[config.mk]
export PLATFORM = sky130hd
export DESIGN_NAME = tdm_framer
export DESIGN_NICKNAME = d
export VERILOG_FILES = /design/src/rtl/tdm_framer.sv
export SDC_FILE = /design/constraint.sdc
export NUM_CORES = 1
export LEC_CHECK = 0
export CAP_MARGIN = 0
export CORE_MARGIN = 1
export CORE_UTILIZATION = 49
export DETAILED_ROUTE_END_ITERATION = 16
export PLACE_DENSITY = 0.77
export SLEW_MARGIN = 15
export SYNTH_ARGS = -nofsm -noshare
export SYNTH_HDL_FRONTEND = slang
export SYNTH_SLANG_ARGS = --single-unit
[constraint.sdc]
create_clock -name clk -period 1.7 [get_ports clk]
set_input_delay 0.17 -clock clk [delete_from_list [all_inputs] [get_ports clk]]
set_output_delay 0.17 -clock clk [all_outputs]
set_load 0.02 [all_outputs]
[src/rtl/tdm_framer.sv]
// 4-bit parallel-to-serial TDM framer. Each word is sent as four slots, MSB first,
// followed by an optional run of idle GAP cycles.
module tdm_framer #(
    parameter int GAP = 1
) (
    input  logic       clk,
    input  logic       rst,
    input  logic [3:0] din,
    input  logic       din_valid,
    output logic       din_ready,
    output logic [1:0] key,
    output logic       line_out,
    output logic       frame_sync,
    output logic       busy,
    output logic [7:0] frame_cnt
);

    typedef enum logic [1:0] {
        ST_IDLE,
        ST_SEND,
        ST_GAP
    } state_t;

    localparam logic [3:0] GAP_LOAD = 4'(GAP);

    state_t     state_q, state_d;
    logic [1:0] key_q, key_d;
    logic       line_q, line_d;
    logic       fsync_q, fsync_d;
    logic       busy_q, busy_d;
    logic [7:0] cnt_q, cnt_d;
    logic [3:0] hold_q, hold_d;
    logic [3:0] gapCnt_q, gapCnt_d;
    logic [1:0] keyNext;
    logic       accept;

    // Without a gap, the last slot can take the next word for back-to-back frames.
    always_comb begin
        din_ready = (state_q == ST_IDLE) ||
                    ((state_q == ST_SEND) && (key_q == 2'b11) && (GAP_LOAD == 4'd0));
        accept    = din_valid && din_ready;
        keyNext   = key_q + 2'd1;
    end

    always_comb begin
        state_d  = state_q;
        key_d    = 2'b00;
        line_d   = 1'b0;
        fsync_d  = 1'b0;
        busy_d   = 1'b0;
        cnt_d    = cnt_q;
        hold_d   = hold_q;
        gapCnt_d = gapCnt_q;

        unique case (state_q)
            ST_IDLE: begin
                if (accept) begin
                    state_d = ST_SEND;
                    hold_d  = din;
                    line_d  = din[3];
                    fsync_d = 1'b1;
                    busy_d  = 1'b1;
                end
            end
            ST_SEND: begin
                busy_d = 1'b1;
                if (key_q != 2'b11) begin
                    key_d  = keyNext;
                    // Slot k carries bit 3-k, and 3-k equals ~k for a 2-bit slot number.
                    line_d = hold_q[~keyNext];
                end else begin
                    cnt_d = cnt_q + 8'd1;
                    if (GAP_LOAD != 4'd0) begin
                        state_d  = ST_GAP;
                        gapCnt_d = GAP_LOAD;
                    end else if (accept) begin
                        hold_d  = din;
                        line_d  = din[3];
                        fsync_d = 1'b1;
                    end else begin
                        state_d = ST_IDLE;
                        busy_d  = 1'b0;
                    end
                end
            end
            ST_GAP: begin
                busy_d = 1'b1;
                if (gapCnt_q <= 4'd1) begin
                    state_d  = ST_IDLE;
                    busy_d   = 1'b0;
                    gapCnt_d = 4'd0;
                end else begin
                    gapCnt_d = gapCnt_q - 4'd1;
                end
            end
            default: begin
                state_d = ST_IDLE;
            end
        endcase
    end

    always_ff @(posedge clk) begin
        if (rst) begin
            state_q  <= ST_IDLE;
            key_q    <= 2'b00;
            line_q   <= 1'b0;
            fsync_q  <= 1'b0;
            busy_q   <= 1'b0;
            cnt_q    <= 8'd0;
            hold_q   <= 4'd0;
            gapCnt_q <= 4'd0;
        end else begin
            state_q  <= state_d;
            key_q    <= key_d;
            line_q   <= line_d;
            fsync_q  <= fsync_d;
            busy_q   <= busy_d;
            cnt_q    <= cnt_d;
            hold_q   <= hold_d;
            gapCnt_q <= gapCnt_d;
        end
    end

    assign key        = key_q;
    assign line_out   = line_q;
    assign frame_sync = fsync_q;
    assign busy       = busy_q;
    assign frame_cnt  = cnt_q;

endmodule

==> summary.txt, run 1 <==
Synthesis
  – Syn Nets: around 120
  – Synth unique cells: 38
  – Ys Warns: 0
  – Main flop type after synthesis: dfxtp_1
  – Syn avg cell area: approximately 9.4 um^2
  – Yosys reg bits: 23
  – Sequential share of the synthesized area: 0.440
  – Number of synthesized flops with an enable pin: 0
  – Post-synth ARST share: 0
  – Cell Area, Synth: approximately 1000 um^2
  – Mapped Cells: between 100 and 150

CTS
  – CTS tree: built
  – Cts hold-fix bufs: 0
  – Num CTS Buffers: 3
  – H-Tree Depth: 1
  – Worst skew pair latency: 300 ps
  – Clock transition time at the flip-flop clock pins of the worst setup and hold paths: 120 ps
  – Root Driver: clkbuf_4
  – Clock Sinks: 23
  – Longest Clk Path Bufs: 2

STA
  – Unrepaired setup endpoints after global routing: false
  – Relative slew slack: 0.660
  – Setup TNS: 0 ps
  – Fmax: approximately 0.65 GHz
  – Setup violators final: 0
  – Final slew viol count: 0
  – Tcrit/Tclk final: 0.911
  – Slew @ Worst Pin: about 510 ps
  – Max Clock Skew: 4.55 ps
  – Setup ws final: 151 ps
  – Final Hold Viols: 0
  – Clock period minus worst slack: 1550 ps

Setup path
  – RR Startpoint: key[0]
  – Endpoint class of the critical path: primary output
  – Worst Path Arrival: between 1000 and 1500 ps
  – Critical Path Fanout Max: 3
  – CP max-delay cell: clkdlybuf4s50_1
  – FF-to-FF setup slack: 180 ps
  – Buf/Inv on CP: 2
  – Delay-heaviest family, CP: buffers and inverters
  – Worst-path cell chain: buf_4, clkdlybuf4s50_1
  – Crit-path max cell delay: about 600 ps
  – Worst Path Required: around 1500 ps
  – CP startpoint kind: flip-flop
  – FF-to-FF path depth: 4
  – CP Class: flip-flop to primary output
  – Reg-to-reg endpoint: frame_cnt[3]

Outcome
  – Status: complete, no violations

Placed design
  – Final GP Congestion: ~0.8
  – Hpwl dp: around 1400 um
  – Placed inst area: between 1000 and 1500 um^2
  – Pre-CTS WS: roughly 210 ps
  – Placed cells: 156
  – I/O Buffers: 20

Die
  – Die Area: ~2300 um^2
  – FP Rows: 16
  – IO Count: 21
  – Effective utilization at floorplan: 0.528
  – Die width: a little under 50 um
  – Core area: a little under 2000 um^2
  – Die Height: ~48 um

Routing
  – Iter 0 DRT Violations: 14
  – Remaining antenna violation count: 0
  – WL final: roughly 1900 um
  – First-pass detailed-route iteration total: 4
  – Remaining DRCs: 0
  – WL/cell: 11.7 um
  – Via density: 5.29
  – DR vias: 847

Layout
  – Commonest cells after routing, fill and taps aside: dfxtp_1 (23), clkdlybuf4s50_1 (19), a21oi_1 (13), nand2_1 (11), nor2_1 (7)
  – FILL cells: 167
  – Synth-to-layout area growth: 24.1%
  – Diodes inserted: 0
  – Fin cells: 160
  – Final instance area: approximately 1300 um^2
  – Most common cell after layout, fill and taps aside: dfxtp_1
  – Total Nets Final: approximately 150
  – Layout cells sized above 1: 0.0752

Job
  – Max Cap Viol: 0

Power and ir drop
  – Tot Pwr: about 0.91 mW
  – Leakage: ~0.5 nW
  – Cell Pwr Density: between 700 and 800 nW/um^2
  – Max VDD drop: approximately 420 uV

Global route
  – First-pass GRT wire length: slightly above 3000 um
  – Vias in the first global route: roughly 740
  – Largest net degree at the start of global routing: 13
  – Antenna violations before repair: 0
  – All-Layer GR Usage: 0.187
  – Global route overflow: 0

Min path
  – Hold Crit Depth: 3
  – Hold endpoint: hold_q[2]
  – Min-delay src: din[2]
  – Hold Path Class: primary input to flip-flop
[area by class of cell]
cell class,count,area (um^2),share of cell area
clock buffers,4,26.3,0.0202
inverters,6,22.5,0.0173
multi-input cells,77,532,0.409
flip-flops and latches,23,460,0.354
well taps,27,33.8,0.0260
repair buffers,23,225,0.173
[synth_stat cells, drive strengths merged (2+ instances only)]
cell,number,area [um^2]
buf,4,28.8
nand2,11,41.3
nand4b,2,17.5
o311ai,3,26.3
o21ai,3,15.0
nor2b,2,12.5
nor4,2,27.5
a21oi,13,65.1
nor2,8,37.5
nand3,2,10.0
or4,2,15.0
or3,4,25.0
o211ai,2,15.0
inv,6,22.5
o31ai,3,22.5
ha,4,50.1
dfxtp,23,460
[how the worst max path moves through the flow]
stage	from	to	slack, ps	cells past startpoint
floorplan	key[0]	frame_cnt[7]	30	5
global placement	key[1]	frame_cnt[5]	240	4
detailed placement	key[0]	frame_cnt[3]	210	4
CTS	state_q[0]	din_ready	60	2
global route	key[1]	frame_cnt[5]	60	4
finish	key[0]	key[0]	150	2
[timing repair]
item	4_1_cts	5_1_grt
hold endpoints to repair	0	0
setup buffers	0	0
endpoints found under the setup margin	0	1
gates resized for setup	0	1
[routing by layer]
layer / GRT usage / share of wire / vias up
met2: 0.304 / 0.46 / 12
li1: - / - / 443
met3: 0.0444 / 0.023 / 2
met5: 0 / 0 / -
met1: 0.238 / 0.51 / 390
met4: 0.0778 / 0.0064 / 0
[worst register-to-register path, stage by stage, from the launching register on]
cell and delay, ps:
dfxtp_1 360, ha_1 260, nand3b_4 180, or4_1 510, a21oi_1 150
[cells by family (layout without fill, tap and decap cells)]
group | Yosys count | after routing | share of synthesized area
adders and majority gates | 4 | 4 | 0.0478
DFF | 23 | 23 | 0.440
buffers and inverters | 11 | 33 | 0.0526
AOI/OAI and AO/OA | 27 | 27 | 0.159
muxes | 3 | 3 | 0.0418
xor gates and xnor gates | 2 | 2 | 0.0167
and+or+nand+nor | 41 | 41 | 0.243
[state kept, by name, summed over array words and instances (netlist names)]
register    flops
busy            1
frame_sync      1
key             2
frame_cnt       8
hold_q          4
state_q         2
gapCnt_q        4
line_out        1
[power by group]
part | total [mW] | switching [mW] | internal (mW)
Sequential | 0.568 | 0.0123 | 0.555
Combinational | 0.102 | 0.0498 | 0.0522
Clock | 0.244 | 0.153 | 0.0913
[per-stage QoR]
stage / hold WS [ps] / util
final: 405 / 0.656
after global routing: 408 / 0.656
after CTS: 402 / 0.655
after detailed placement: 448 / 0.641
after global placement: 445 / 0.641
after floorplan: 239 / -
Power figures use the tool's default switching activity.
==> run 2, diff against run 1 <==
- CAP_MARGIN: 0 -> 20
- CORE_MARGIN: 1 -> unset
- GPL_TIMING_DRIVEN: unset -> 0
==> summary.txt, run 2 (same netlist as run 1, synthesis figures left out) <==
STA
  – Tcrit/Tclk final: 0.905
  – Setup violators final: 0
  – Clock period minus worst slack: ~1500 ps
  – Max Clock Skew: 6.11 ps
  – Fmax: about 0.65 GHz
  – Final Hold Viols: 0
  – Setup ws final: 162 ps
  – Relative slew slack: 0.656
  – Slew @ Worst Pin: slightly above 500 ps
  – Unrepaired setup endpoints after global routing: false
  – Setup TNS: 0 ps
  – Final slew viol count: 0

Power and ir drop
  – Max VDD drop: ~630 uV
  – Net Sw Frac: 0.243
  – Cell Pwr Density: between 700 and 800 nW/um^2
  – Leakage: a little over 0.5 nW
  – Clock share of power: 0.271
  – P_sw: 0.225 mW
  – Internal power: 0.702 mW
  – Comb power frac: 0.121
  – Tot Pwr: a little over 0.9 mW
  – Flop pwr share: 0.608

Setup path
  – CP startpoint kind: flip-flop
  – Endpoint class of the critical path: flip-flop
  – Crit-path max cell delay: roughly 390 ps
  – Worst Path Arrival: between 1500 and 2000 ps
  – Worst-path cell chain: ha_2, nand3b_4, buf_4, nor4_4, mux2_1
  – Worst Path Required: 1910 ps
  – CP Class: flip-flop to flip-flop
  – CP max-delay cell: dfxtp_2
  – Critical Path Fanout Max: 10

Layout
  – Fin util: 0.663
  – Synth-to-layout area growth: 25.4%
  – Layout cells sized above 1: 0.0963
  – Fin cells: 162
  – Commonest cells after routing, fill and taps aside: dfxtp_1 (22), clkdlybuf4s50_1 (19), a21oi_1 (13), nand2_1 (11), nor2_1 (7)
  – Total Nets Final: roughly 150
  – Most common cell after layout, fill and taps aside: dfxtp_1
  – Diodes inserted: 0
  – Max FFs per register: 8

Routing
  – DR vias: between 800 and 900
  – WL/cell: 12.9 um
  – Via density: around 5.4
  – First-pass detailed-route iteration total: 4
  – Iter 0 DRT Violations: 8
  – Remaining antenna violation count: 0
  – Remaining DRCs: 0
  – WL final: about 2100 um

Die
  – Die Area: 2330 um^2
  – IO Count: 21
  – Die Height: 48.2 um
  – FP Rows: 16
  – Core area: approximately 2000 um^2
  – Effective utilization at floorplan: 0.528
  – Die width: 48.2 um

Placed design
  – Hpwl dp: ~1600 um
  – Pre-CTS WS: -49.1 ps
  – I/O Buffers: 20
  – Final GP Congestion: between 0.8 and 0.9
  – Placed cells: ~160

CTS
  – Cts hold-fix bufs: 0
  – Longest Clk Path Bufs: 2
  – H-Tree Depth: 1
  – Setup Buffers After CTS: 0
  – Clock Sinks: 23
  – CTS tree: built
  – Clock transition time at the flip-flop clock pins of the worst setup and hold paths: 130 ps
  – Num CTS Buffers: 3
  – PostCTS Resize Cnt: 0
  – Root Driver: clkbuf_4
  – Worst skew pair latency: ~300 ps

Global route
  – First-pass GRT wire length: 3240 um
  – All-Layer GR Usage: 0.201
  – Largest net degree at the start of global routing: 13
  – Global route overflow: 0
  – Antenna violations before repair: 0
  – Vias in the first global route: approximately 730

Job
  – Max Cap Viol: 0

Min path
  – Hold Path Class: primary input to flip-flop

Outcome
  – Status: complete, no violations
## run 2: final timing paths
kind	from	endpoint	slack, ps	depth (start not counted)
setup / recovery	key[0]	frame_cnt[7]	160	5
hold / removal	din[0]	hold_q[0]	400	3
setup reg to reg	key[0]	frame_cnt[7]	160	5
hold reg to reg	hold_q[0]	hold_q[0]	460	2
## run 2: power groups by stage
stage / sequential [mW] / combinational, mW / clock, mW
4_1_cts: 0.564 / 0.114 / 0.257
6_report: 0.564 / 0.112 / 0.251
2_1_floorplan: 0.584 / 0.0562 / 0
3_5_place_dp: 0.576 / 0.113 / 0
5_1_grt: 0.567 / 0.124 / 0.284
3_3_place_gp: 0.575 / 0.111 / 0
## run 2: final cells by class
cell class	instances	area, um^2
Sequential cell	23	462
Buffer	5	32.5
Inverter	6	22.5
Fill cell	169	668
Timing Repair Buffer	20	203
Tap cell	27	33.8
Clock buffer	4	26.3
Multi-Input combinational cell	77	534
## run 2: stage by stage
stage	cell area, um^2	hold slack (ps)
3_3_place_gp	1280	442
2_1_floorplan	1050	239
5_1_grt	1310	408
6_report	1310	401
3_5_place_dp	1280	446
4_1_cts	1310	398
## run 2: critical path: cells and delay by family, from the launching register on
kind / cells / cell delay (ps)
flip-flops: 1 / 390
multiplexers: 1 / 330
AND/OR/NAND/NOR: 2 / 300
adder cells (fa/ha/maj): 1 / 240
buffers and inverters: 1 / 180
## run 2: metal layers
layer,share of wire,track usage,up-vias,routed length (um)
li1,-,-,450,-
met1,0.48,0.286,419,1000
met2,0.49,0.317,10,1040
met3,0.023,0.0333,2,48
met4,0.0048,0.0500,0,10
met5,0,0,-,0
